## src/rtl/alu_pkg.sv

```systemverilog
// ---------------------------------------------------------------------------
// alu_pkg : opcodes, status-flag bit positions and sequencer state encoding
// Rev 1.0
// ---------------------------------------------------------------------------
`default_nettype none

package alu_pkg;

  localparam logic [5:0] OP_MOVE   = 6'd3;
  localparam logic [5:0] OP_NOT    = 6'd4;
  localparam logic [5:0] OP_AND    = 6'd5;
  localparam logic [5:0] OP_OR     = 6'd6;
  localparam logic [5:0] OP_SHIFTR = 6'd7;
  localparam logic [5:0] OP_SHIFTL = 6'd8;
  localparam logic [5:0] OP_ADD    = 6'd9;
  localparam logic [5:0] OP_SUB    = 6'd10;
  localparam logic [5:0] OP_TEST   = 6'd11;

  localparam int FLAG_C = 4;
  localparam int FLAG_L = 3;
  localparam int FLAG_F = 2;
  localparam int FLAG_Z = 1;
  localparam int FLAG_N = 0;

  typedef enum logic [1:0] {
    ST_IDLE = 2'd0,
    ST_EXEC = 2'd1,
    ST_WB   = 2'd2
  } state_t;

  function automatic logic op_is_legal(input logic [5:0] op);
    return (op >= OP_MOVE) && (op <= OP_TEST);
  endfunction

  function automatic logic op_is_shift(input logic [5:0] op);
    return (op == OP_SHIFTL) || (op == OP_SHIFTR);
  endfunction

endpackage

`default_nettype wire

```

## src/rtl/alu_flag_calc.sv

```systemverilog
// ---------------------------------------------------------------------------
// alu_flag_calc : next {C,L,F,Z,N} status from opcode, operands and result
// Rev 1.0
// ---------------------------------------------------------------------------
`default_nettype none

module alu_flag_calc
  import alu_pkg::*;
(
  input  logic [5:0]  i_op,
  input  logic [15:0] i_a,
  input  logic [15:0] i_b,
  input  logic [15:0] i_res,
  input  logic [4:0]  i_flags,
  output logic [4:0]  o_flags
);

  logic w_carry;
  logic w_borrow;

  // A 16-bit sum wraps below A exactly when the 17th bit would be set.
  assign w_carry  = (i_a + i_b) < i_a;
  assign w_borrow = i_a < i_b;

  always_comb begin
    o_flags = i_flags;
    case (i_op)
      OP_ADD: begin
        o_flags[FLAG_C] = w_carry;
        o_flags[FLAG_F] = (i_a[15] == i_b[15]) && (i_res[15] != i_a[15]);
        o_flags[FLAG_Z] = (i_res == 16'h0000);
        o_flags[FLAG_N] = i_res[15];
      end
      OP_SUB, OP_TEST: begin
        o_flags[FLAG_C] = w_borrow;
        o_flags[FLAG_L] = w_borrow;
        o_flags[FLAG_F] = (i_a[15] != i_b[15]) && (i_res[15] != i_a[15]);
        o_flags[FLAG_Z] = (i_a == i_b);
        o_flags[FLAG_N] = i_res[15];
      end
      OP_NOT, OP_AND, OP_OR, OP_SHIFTR, OP_SHIFTL: begin
        o_flags[FLAG_Z] = (i_res == 16'h0000);
        o_flags[FLAG_N] = i_res[15];
      end
      default: ;
    endcase
  end

endmodule

`default_nettype wire

```

## src/rtl/alu_op_sequencer.sv

```systemverilog
// ---------------------------------------------------------------------------
// alu_op_sequencer : issue/execute controller with register file and flags
// Rev 1.0
// ---------------------------------------------------------------------------
`default_nettype none

module alu_op_sequencer
  import alu_pkg::*;
#(
  parameter  int REG_COUNT = 16,
  parameter  int MAX_SHIFT = 16,
  localparam int AW        = $clog2(REG_COUNT)
) (
  input  logic          clk,
  input  logic          reset_n,
  input  logic          issue_valid,
  output logic          issue_ready,
  input  logic [5:0]    issue_opcode,
  input  logic [AW-1:0] issue_rdest,
  input  logic [AW-1:0] issue_rsrc,
  input  logic          issue_imm_en,
  input  logic [15:0]   issue_imm,
  output logic [5:0]    alu_instruction,
  output logic [15:0]   alu_a,
  output logic [15:0]   alu_b,
  input  logic [15:0]   alu_result,
  output logic          done,
  output logic          illegal,
  output logic [4:0]    flags,
  input  logic [AW-1:0] dbg_addr,
  output logic [15:0]   dbg_data
);

  localparam int            CW        = $clog2(MAX_SHIFT + 1);
  localparam logic [CW-1:0] C_MAX_CNT = CW'(MAX_SHIFT);

  state_t        r_state;
  state_t        w_next;
  logic [15:0]   r_rf [REG_COUNT];
  logic [5:0]    r_op;
  logic [AW-1:0] r_rdest;
  logic [5:0]    r_alu_op;
  logic [15:0]   r_opa;
  logic [15:0]   r_opb;
  logic [15:0]   r_res;
  logic [CW-1:0] r_cnt;
  logic [4:0]    r_flags;
  logic [4:0]    r_nflags;

  logic          w_accept;
  logic          w_legal;
  logic          w_shift;
  logic          w_exec_done;
  logic [15:0]   w_opb_in;
  logic [CW-1:0] w_cnt_in;
  logic [15:0]   w_res;
  logic [4:0]    w_calc_flags;

  assign w_accept    = (r_state == ST_IDLE) && issue_valid;
  assign w_opb_in    = issue_imm_en ? issue_imm : r_rf[issue_rsrc];
  assign w_cnt_in    = (w_opb_in >= 16'(MAX_SHIFT)) ? C_MAX_CNT : w_opb_in[CW-1:0];
  assign w_legal     = op_is_legal(r_op);
  assign w_shift     = op_is_shift(r_op);
  assign w_exec_done = !w_shift || (r_cnt <= CW'(1));
  // A zero-count shift retires the unshifted operand rather than one ALU step.
  assign w_res       = (w_shift && (r_cnt == '0)) ? r_opa : alu_result;

  alu_flag_calc u_flag_calc (
    .i_op    (r_op),
    .i_a     (r_opa),
    .i_b     (r_opb),
    .i_res   (w_res),
    .i_flags (r_flags),
    .o_flags (w_calc_flags)
  );

  always_ff @(posedge clk or negedge reset_n) begin
    if (!reset_n) r_state <= ST_IDLE;
    else          r_state <= w_next;
  end

  always_comb begin
    w_next      = r_state;
    issue_ready = 1'b0;
    done        = 1'b0;
    illegal     = 1'b0;
    case (r_state)
      ST_IDLE: begin
        issue_ready = 1'b1;
        if (issue_valid) w_next = ST_EXEC;
      end
      ST_EXEC: if (w_exec_done) w_next = ST_WB;
      ST_WB: begin
        done    = 1'b1;
        illegal = !w_legal;
        w_next  = ST_IDLE;
      end
      default: w_next = ST_IDLE;
    endcase
  end

  always_ff @(posedge clk or negedge reset_n) begin
    if (!reset_n) begin
      for (int i = 0; i < REG_COUNT; i++) r_rf[i] <= '0;
      r_op     <= '0;
      r_rdest  <= '0;
      r_alu_op <= '0;
      r_opa    <= '0;
      r_opb    <= '0;
      r_res    <= '0;
      r_cnt    <= '0;
      r_flags  <= '0;
      r_nflags <= '0;
    end else begin
      if (w_accept) begin
        r_op    <= issue_opcode;
        r_rdest <= issue_rdest;
        r_cnt   <= w_cnt_in;
        if (op_is_legal(issue_opcode)) begin
          r_alu_op <= issue_opcode;
          r_opa    <= r_rf[issue_rdest];
          r_opb    <= w_opb_in;
        end
      end
      if (r_state == ST_EXEC) begin
        if (w_exec_done) begin
          r_res    <= w_res;
          r_nflags <= w_calc_flags;
          r_alu_op <= OP_MOVE;
          r_opa    <= '0;
          r_opb    <= '0;
        end else begin
          r_opa <= alu_result;
          r_cnt <= r_cnt - CW'(1);
        end
      end
      if (r_state == ST_WB) begin
        r_flags <= r_nflags;
        if (w_legal && (r_op != OP_TEST)) r_rf[r_rdest] <= r_res;
      end
    end
  end

  assign alu_instruction = r_alu_op;
  assign alu_a           = r_opa;
  assign alu_b           = r_opb;
  assign flags           = r_flags;
  assign dbg_data        = r_rf[dbg_addr];

endmodule

`default_nettype wire
```

## config.mk

```make
export PLATFORM = sky130hd
export DESIGN_NAME = alu_op_sequencer
export DESIGN_NICKNAME = d
export VERILOG_FILES = /design/src/rtl/alu_pkg.sv /design/src/rtl/alu_flag_calc.sv /design/src/rtl/alu_op_sequencer.sv
export SDC_FILE = /design/constraint.sdc
export NUM_CORES = 1
export LEC_CHECK = 0
export ABC_AREA = 0
export ABC_CLOCK_PERIOD_IN_PS = 5800
export CAP_MARGIN = 20
export CORE_MARGIN = 5
export CORE_UTILIZATION = 61
export CTS_CLUSTER_SIZE = 25
export DETAILED_ROUTE_END_ITERATION = 16
export HOLD_SLACK_MARGIN = 0.03
export PLACE_DENSITY_LB_ADDON = 0.3
export SETUP_SLACK_MARGIN = 0.3
export SLEW_MARGIN = 20
export SYNTH_ARGS = -nofsm -noshare
export SYNTH_HDL_FRONTEND = slang
export SYNTH_SLANG_ARGS = --single-unit
```

## constraint.sdc

```tcl
create_clock -name clk -period 5.8 [get_ports clk]
set_input_delay 1.16 -clock clk [delete_from_list [all_inputs] [get_ports clk]]
set_output_delay 1.16 -clock clk [all_outputs]
set_load 0.02 [all_outputs]
```

---- Yosys cells after proc, flatten, opt, wreduce, memory -nomap -nowiden ----
Cells that the tools add are included.
word-level totals
  register bits ........................... 337
  latch bits .............................. 0
  bits in writable memories ............... 0
  memory bits (read-only) ................. 0
  input bits .............................. 54
  output and inout bits ................... 62
  word-level logic and storage cells ...... 125
  memories ................................ 0
cells by class
  add/subtract/negate cells ............... 2
  $mul .................................... 0
  divide/modulo/power cells ............... 0
  magnitude comparators ................... 13
  equality and inequality tests ........... 17
  shifts and indexed selects .............. 0
  muxes and demuxes ....................... 40
  bitwise operators ....................... 4
  reductions and logical operators ........ 23
operator list
  operator             number
  $mux 16              17
  $bwmux 256           1
  $bmux 16 s4          3
  $demux 16 s4         1
  $lt 16x16->1         2
  $eq 6x3->1 const B   4
  $eq 6x4->1 const B   4
  $mux 6               4
  $ge 5x5->1 const B   4
  $mux 5               4
  $not 4->5            4
  $add 16x16->16       1
  $eq 16x16->1         1
  $ge 16x5->1 const B  1
  $logic_not 16->1     1
  $ge 6x2->1 const B   2
  $le 6x4->1 const B   2
  $logic_and 1x1->1    8
  $pmux 2 s2           2
  $reduce_and 2->1     4
  $ne 6x4->1 const B   1
  $reduce_or 6->1      1
  $le 5x1->1 const B   1
  $logic_not 5->1      1
  other kinds (15)     25

---- Logic depth before layout (Yosys ltp) ----
Gate-level depths: netlist of the first run.
  depth after elaboration ................. 10
  depth in mapped cells ................... 18
  mapped depth without buffers ............ 18

---- Cells and area by module ----
Synthesis of the first run repeated with hierarchy kept, for this count alone.
unflattened totals
  cells, all modules ...................... 1580
  area total of the unflattened synthesis .. 20876.3 um2
by module, submodules not included
  module            instances  cells an instance  area an instance (um2)  sequential area each (um2)
  alu_op_sequencer  1          1355               19281.0                 8433.1
  alu_flag_calc     1          225                1595.3                  0.0

---- Worst setup path after synthesis of the first run ----
OpenSTA, ideal clock, no wires.
  path type ............................... input to output
  from .................................... in dbg_addr[0]
  to ...................................... out dbg_data[0]
  arrival ................................. 3.179 ns
  required time ........................... 4.640 ns
  setup slack ............................. 1.461 ns
  cell stages on the path ................. 4
  path buffers ............................ 2
  cell sequence ........................... clkbuf_1 -> buf_1 -> mux4_2 -> mux4_2
on the way
  word-level cells in the longest chain between the ends .. 4
ends and longest elaborated chain
  item                                        RTL line                 text
  start: declaration                          alu_op_sequencer.sv:30   input logic [AW-1:0] dbg_addr,
  $not 4->5 (implied by the code)             alu_op_sequencer.sv:148  assign dbg_data = r_rf[dbg_addr];
  $bmux 16 s4                                 alu_op_sequencer.sv:148
  $mux 16 (implied by the code) (2 in a row)  alu_op_sequencer.sv:148
  end: declaration                            alu_op_sequencer.sv:31   output logic [15:0] dbg_data
No other way between the ends. The select of a mux whose other input is x is not followed.

---- Final worst setup path of the first run ----
  from .................................... in dbg_addr[0]
  to ...................................... out dbg_data[13]
Same word-level chain as after synthesis.

==> out/qor.log, run 1 <==
INFO  synthesis      postSynthRegisterBits=337
INFO  sta            timing.max_slew.rel_slack=0.2949
INFO  global_route   grt_pass1_wl=91080µm
INFO  floorplan      start_util=0.6163
INFO  worst_setup_path timing.critical_path.max_delay_family=buffers and inverters
INFO  final_layout   layout.cells.most_common_list=337 x dfrtp_1, 272 x mux2_2, 214 x mux4_2
INFO  min_path       hold_class=flip-flop to flip-flop
INFO  drt            detail_route.vias_per_cell=7.082
INFO  synthesis      synth_async_sr_flop_share=1.000
INFO  place          buffer_ports.inserted=115
INFO  pwr            clkPwrFrac=0.282
INFO  worst_setup_path timing.critical_path.slowest_stage_cell=clkdlybuf4s50_1
INFO  floorplan      design.core.area=33530µm²
INFO  sta            share_of_the_clock_period_used_by_the_worst_path=0.8157
INFO  clock_tree     cts_post_setup_buffers_inserted=0
INFO  sta            report.final.setup_viol=0
INFO  drt            via_count=14.60k
INFO  floorplan      number_of_ports_placed_on_the_die_boundary=116
INFO  global_route   grt_usage=0.3109
INFO  job            drv.max_cap_violation_count=0
INFO  final_layout   final_nets=1691
INFO  final_layout   antenna_cells=0
INFO  worst_setup_path timing.critical_path.arrival=3.57ns
INFO  synthesis      synth_cell_types=64
INFO  synthesis      synth_seq_area_share=0.4080
INFO  pwr            internal_power=5.802mW
INFO  final_layout   layout-area-overhead-vs-synth=13.89%
INFO  pwr            netSwitchingPower=3.013mW
INFO  final_layout   post_route_cells_drive_above_1_share=0.3800
INFO  worst_setup_path crit_path_max_fanout=21
INFO  pwr            leakage=10.27nW
INFO  drt            drt_pre_antenna_iters=6
INFO  synthesis      yosysWarningCount=0
INFO  drt            ant_nets=0
INFO  sta            final-max-slew-violation-count=0
INFO  global_route   via_count_of_the_first_global_routing_pass=14.89k
INFO  worst_setup_path crit_required=4.64ns
INFO  synthesis      ys.flop_type=dfrtp_1
INFO  synthesis      post_synthesis_net_count=1618
INFO  sta            fin_tns_setup=0ns
INFO  worst_setup_path setup.worst_path.start_class=input port
INFO  drt            route.final.wire_length=59080µm
INFO  clock_tree     cts-hold-fix-buffers=0
INFO  pwr            power.ir.vdd_worst=0.2180mV
INFO  pwr            power.share.switching=0.3418
INFO  drt            wire_per_inst=28.67µm
INFO  place          dpl.hpwl=37880µm
INFO  final_layout   mostFrequentLayoutCell=dfrtp_1
INFO  outcome        result_of_the_run=finished, final reports clean
INFO  drt            drcViolationCount=0
INFO  synthesis      netlist_instances=1516
INFO  synthesis      synth_enable_flop_cells=0
INFO  clock_tree     cts.repair.resized=0
INFO  pwr            pwr-share-comb=0.298
INFO  sta            fin_skew=0.01634ns
INFO  pwr            power_density=374.5nW/µm²
INFO  sta            rsz_0062_raised_after_global_routing=no
INFO  clock_tree     clock_tree.htree_level_count=2
INFO  worst_setup_path crit_path_end_kind=primary output
INFO  worst_setup_path delay_of_the_slowest_cell_on_the_worst_path=0.57ns
INFO  clock_tree     max-clock-path-buffers=3
INFO  sta            worst_slew_pin_slew=1.031ns
INFO  clock_tree     clock_sinks=337
INFO  floorplan      die_area=37660µm²
INFO  sta            clock.fmax=211.4MHz
INFO  worst_setup_path path_cells=buf_4 -> buf_4 -> mux4_2 -> mux4_2 -> clkdlybuf4s50_1
INFO  sta            report.final.hold_viol_count=0
INFO  clock_tree     clock_transition_at_the_registers_of_the_reported_paths=0.05ns
INFO  final_layout   utilization=0.7019
INFO  synthesis      mappedNetlistArea=20670µm²
INFO  worst_setup_path crit_type=input port to primary output
INFO  pwr            seqPwrFrac=0.420
INFO  clock_tree     worstSkewPairLatency=0.53ns
INFO  floorplan      die_w=194.1µm
INFO  global_route   grt_max_degree=119
INFO  global_route   global_route.overflow_total=0
INFO  clock_tree     cts_buffer_count=37
INFO  sta            timing.final.crit_period=4.731ns
INFO  worst_setup_path worstPathBufferInverterCount=3
INFO  drt            drtIter0Drc=1653
INFO  clock_tree     root_buffer=clkbuf_16
INFO  global_route   number_of_antenna_violations_at_the_first_check_in_global_routing=0
INFO  floorplan      die-height=194.1µm
INFO  place          gp_congestion=0.9344
INFO  clock_tree     tritoncts=yes
INFO  synthesis      syn-mean-instance-area=13.63µm²
INFO  floorplan      fp-row-count=67
-- synth_stat cells, drive strengths merged, types with 9 or more instances --
cell	instances	area, µm²
nor2b	12	75.07
a21oi	48	240.2
nand2	81	304.0
o21ai	48	240.2
mux4	228	5187
buf	31	171.4
nand2b	9	56.30
clkbuf	89	337.8
mux2i	35	350.3
o22ai	9	56.30
a211oi	9	67.56
dfrtp	337	8433
inv	53	198.9
xnor2	10	87.58
mux2	272	3063
nor3	14	70.07
a221oi	10	87.58
ha	47	588.1
nor2	68	257.8
-- cell families after synthesis --
kind of cell	share of synthesized area
mux	0.4162
flops	0.4080
simple gates	0.05570
buf+inv	0.03445
compound gates	0.04989
fa+ha+maj	0.02942
xor+xnor	0.006356
-- final timing paths --
kind | from | endpoint | slack [ns] | cells past startpoint
setup / recovery | dbg_addr[0] | dbg_data[13] | 1.07 | 5
hold / removal | r_nflags[0] | r_nflags[0] | 0.48 | 2
setup reg to reg | alu_b[1] | r_nflags[4] | 1.53 | 17
hold reg to reg | r_nflags[0] | r_nflags[0] | 0.48 | 2
max in group asynchronous | reset_n | r_rf[104] | 3.85 | 2
min in group asynchronous | reset_n | r_rdest[0] | 0.69 | 1
-- state kept, by name, summed over array words and instances (netlist names) --
signal,count
r_nflags,5
r_cnt,5
r_op,6
r_rdest,4
flags,5
r_res,16
alu_a,16
alu_b,16
r_rf,256
r_state,2
alu_instruction,6
-- per-layer routing --
layer / vias up / share of wire / track usage / routed length, µm
met2: 861 / 0.48 / 0.4959 / 28360
met5: - / 0 / 0 / 0
met3: 173 / 0.096 / 0.07802 / 5684
met1: 7559 / 0.38 / 0.4211 / 22500
met4: 0 / 0.043 / 0.1130 / 2539
li1: 6004 / - / - / -
-- power by group through the flow --
| stage | Clock [mW] | Sequential, mW | Combinational (mW) |
|---|---|---|---|
| after floorplan | 0 | 3.37 | 1.90 |
| after global placement | 0 | 3.63 | 2.54 |
| after detailed placement | 0 | 3.68 | 2.61 |
| after CTS | 2.50 | 3.66 | 2.63 |
| after global routing | 2.60 | 3.77 | 2.82 |
| final | 2.48 | 3.70 | 2.63 |
-- metrics by stage --
stage | power [mW] | area [µm²] | cells | worst slack [ns] | hold WS [ns]
floorplan | 5.273 | 20670 | 1516 | 1.461 | 0.4444
global placement | 6.167 | 22260 | 1998 | 1.073 | 0.4564
detailed placement | 6.284 | 22260 | 1998 | 1.056 | 0.4738
CTS | 8.789 | 23540 | 2061 | 1.040 | 0.4813
global route | 9.195 | 23540 | 2061 | 0.9693 | 0.4893
finish | 8.815 | 23540 | 2061 | 1.069 | 0.4827
-- layout make-up --
| cell class | count | area, µm² |
|---|---|---|
| flip-flops and latches | 337 | 8433 |
| clock inverters | 9 | 151.4 |
| well taps | 448 | 560.5 |
| clock buffers | 54 | 1122 |
| multi-input cells | 1005 | 11580 |
| repair buffers | 154 | 1489 |
| inverters | 54 | 202.7 |
| fillers | 2201 | 9995 |
-- worst register-to-register path, stage by stage (launching register included) --
cell and delay (ns):
dfrtp_1 0.41, inv_1 0.10, ha_1 0.31, nand2b_1 0.17, a221oi_1 0.40, o221a_2 0.30
o41ai_1 0.12, o31ai_1 0.55, a211oi_1 0.22, o211ai_1 0.41, ha_1 0.36, nand4_1 0.17
nor2_1 0.09, nand2_1 0.07, o2111ai_1 0.10, a31oi_1 0.18, a21oi_1 0.06, a31oi_1 0.17
No activity file was read; power rests on OpenSTA's default activity.
==> inputs of run 2 (changes only) <==
Settings changed: ABC_CLOCK_PERIOD_IN_PS 5800 to 4540.
Clock period 5.8 ns to 4.54 ns, I/O delays scaled along.
==> out/qor.log, run 2 (synthesis results as in run 1) <==
INFO  outcome        result_of_the_run=finished, final reports clean
INFO  place          postPlaceCellArea=22350µm²
INFO  final_layout   largest_register_ff_count=256
INFO  clock_tree     clock_sinks=337
INFO  worst_setup_path crit_required=4.99ns
INFO  worst_setup_path timing.critical_path.arrival=4.44ns
INFO  worst_setup_path worstPathBufferInverterCount=0
INFO  global_route   grt_usage=0.3133
INFO  pwr            power.ir.vdd_worst=0.2993mV
INFO  sta            fin_tns_setup=0ns
INFO  clock_tree     clock_transition_at_the_registers_of_the_reported_paths=0.07ns
INFO  floorplan      design.core.area=33530µm²
INFO  worst_setup_path crit_path_end_kind=flip-flop
INFO  final_layout   top_register=r_rf
INFO  sta            worst_slew_pin_slew=1.238ns
INFO  floorplan      die_area=37660µm²
INFO  sta            report.final.setup_viol=0
INFO  floorplan      number_of_ports_placed_on_the_die_boundary=116
INFO  floorplan      die-height=194.1µm
INFO  floorplan      fp-row-count=67
INFO  final_layout   antenna_cells=0
INFO  final_layout   final_design_area_no_fill=23630µm²
INFO  clock_tree     max-clock-path-buffers=3
INFO  final_layout   layout.cells.most_common_list=337 x dfrtp_1, 272 x mux2_2, 214 x mux4_2
INFO  job            drv.max_cap_violation_count=0
INFO  final_layout   fillers=2235
INFO  global_route   number_of_antenna_violations_at_the_first_check_in_global_routing=0
INFO  sta            fin_skew=0.01669ns
INFO  clock_tree     cts.repair.resized=0
INFO  sta            timing.final.crit_period=3.984ns
INFO  worst_setup_path path_cells=ha_1 -> or3_1 -> o221a_2 -> o41ai_1 -> o31ai_1 -> a211oi_1 -> xor2_1 -> ha_1 -> a21oi_1 -> nor2b_1 -> o21ai_0 -> o2111ai_1 -> a31oi_1 -> a21oi_1 -> a31oi_1
INFO  drt            route.final.wire_length=59010µm
INFO  final_layout   mostFrequentLayoutCell=dfrtp_1
INFO  pwr            clkPwrFrac=0.280
INFO  worst_setup_path timing.critical_path.max_delay_family=compound AO/OA/AOI/OAI gates
INFO  clock_tree     cts_buffer_count=37
INFO  drt            wire_per_inst=28.44µm
INFO  sta            report.final.hold_viol_count=0
INFO  drt            via_count=14.62k
INFO  drt            drtIter0Drc=1455
INFO  sta            timing.max_slew.rel_slack=0.1747
INFO  drt            detail_route.vias_per_cell=7.047
INFO  pwr            pwr-share-comb=0.301
INFO  pwr            power.share.switching=0.3429
INFO  sta            share_of_the_clock_period_used_by_the_worst_path=0.8776
INFO  global_route   via_count_of_the_first_global_routing_pass=15.13k
INFO  floorplan      start_util=0.6163
INFO  floorplan      die_w=194.1µm
INFO  worst_setup_path delay_of_the_slowest_cell_on_the_worst_path=0.55ns
INFO  sta            rsz_0062_raised_after_global_routing=no
INFO  worst_setup_path setup.worst_path.start_class=flip-flop
INFO  pwr            seqPwrFrac=0.419
INFO  final_layout   utilization=0.7048
INFO  clock_tree     tritoncts=yes
INFO  pwr            netSwitchingPower=3.857mW
INFO  place          gp_congestion=0.9426
INFO  pwr            power_density=475.9nW/µm²
INFO  global_route   grt_max_degree=102
INFO  worst_setup_path critical_path_depth=15
INFO  clock_tree     cts_post_setup_buffers_inserted=0
INFO  worst_setup_path worst-r2r-cell-count=15
INFO  final_layout   final_nets=1701
INFO  worst_setup_path timing.critical_path.slowest_stage_cell=o41ai_1
INFO  drt            drcViolationCount=0
INFO  clock_tree     worstSkewPairLatency=0.55ns
INFO  global_route   global_route.overflow_total=0
INFO  worst_setup_path crit_type=flip-flop to flip-flop
INFO  global_route   grt_pass1_wl=91220µm
INFO  place          dpl.hpwl=38590µm
INFO  pwr            internal_power=7.391mW
INFO  min_path       hold_class=input port to asynchronous set/reset pin
INFO  sta            clock.fmax=251.0MHz
INFO  worst_setup_path crit_path_max_fanout=5
INFO  final_layout   post_route_cells_drive_above_1_share=0.3848
INFO  place          buffer_ports.inserted=115
INFO  pwr            leakage=10.32nW
INFO  final_layout   layout-area-overhead-vs-synth=14.35%
INFO  drt            ant_nets=0
INFO  drt            drt_pre_antenna_iters=5
INFO  clock_tree     cts-hold-fix-buffers=0
INFO  clock_tree     root_buffer=clkbuf_16
INFO  sta            final-max-slew-violation-count=0
INFO  clock_tree     clock_tree.htree_level_count=2
==> run 2: per-stage QoR <==
step | instances | total power, mW | setup slack (ns) | hold slack (ns)
floorplan | 1516 | 6.736 | 0.7054 | 0.4444
global placement | 2008 | 7.873 | 0.5739 | 0.4568
detailed placement | 2008 | 8.030 | 0.5066 | 0.4774
CTS | 2075 | 11.22 | 0.6015 | 0.4275
global route | 2075 | 11.76 | 0.3342 | 0.4714
finish | 2075 | 11.25 | 0.5555 | 0.3861
==> run 2: worst paths after layout <==
check / start / endpoint / slack (ns)
worst max-delay path: alu_a[5] / r_nflags[4] / 0.56
worst min-delay path: reset_n / alu_instruction[2] / 0.39
worst max register to register: alu_a[5] / r_nflags[4] / 0.56
worst min register to register: r_nflags[0] / r_nflags[0] / 0.49
max in group asynchronous: reset_n / r_rf[105] / 2.89
min in group clk: r_nflags[0] / r_nflags[0] / 0.49
==> run 2: worst register-to-register path, cell delays in order (launching register included) <==
cell and delay [ns]:
dfrtp_1 0.43, ha_1 0.27, or3_1 0.36, o221a_2 0.28
o41ai_1 0.55, o31ai_1 0.23, a211oi_1 0.40, xor2_1 0.20
ha_1 0.27, a21oi_1 0.13, nor2b_1 0.05, o21ai_0 0.19
o2111ai_1 0.14, a31oi_1 0.17, a21oi_1 0.06, a31oi_1 0.18
==> run 2: routing by layer <==
layer  wire length (µm)  global-route usage
met1              21780              0.4184
met2              28110              0.4896
met3               6316             0.08879
met4               2800              0.1328
met5                  0                   0
==> run 2: power groups by stage <==
stage	clock network (mW)	registers, mW	logic, mW
after floorplan	0	4.30	2.43
after global placement	0	4.60	3.27
after detailed placement	0	4.68	3.35
after CTS	3.19	4.66	3.38
after global routing	3.31	4.80	3.65
final	3.15	4.71	3.39
==> run 2: cell type report <==
cell class / count / area (µm²) / area share
sequential: 337 / 8433 / 0.3568
inverter: 54 / 202.7 / 0.008577
tap: 448 / 560.5 / 0.02372
clock buffer: 51 / 1081 / 0.04574
multi-input combinational: 1005 / 11570 / 0.4895
clock inverter: 16 / 197.7 / 0.008365
timing repair buffer: 164 / 1589 / 0.06724
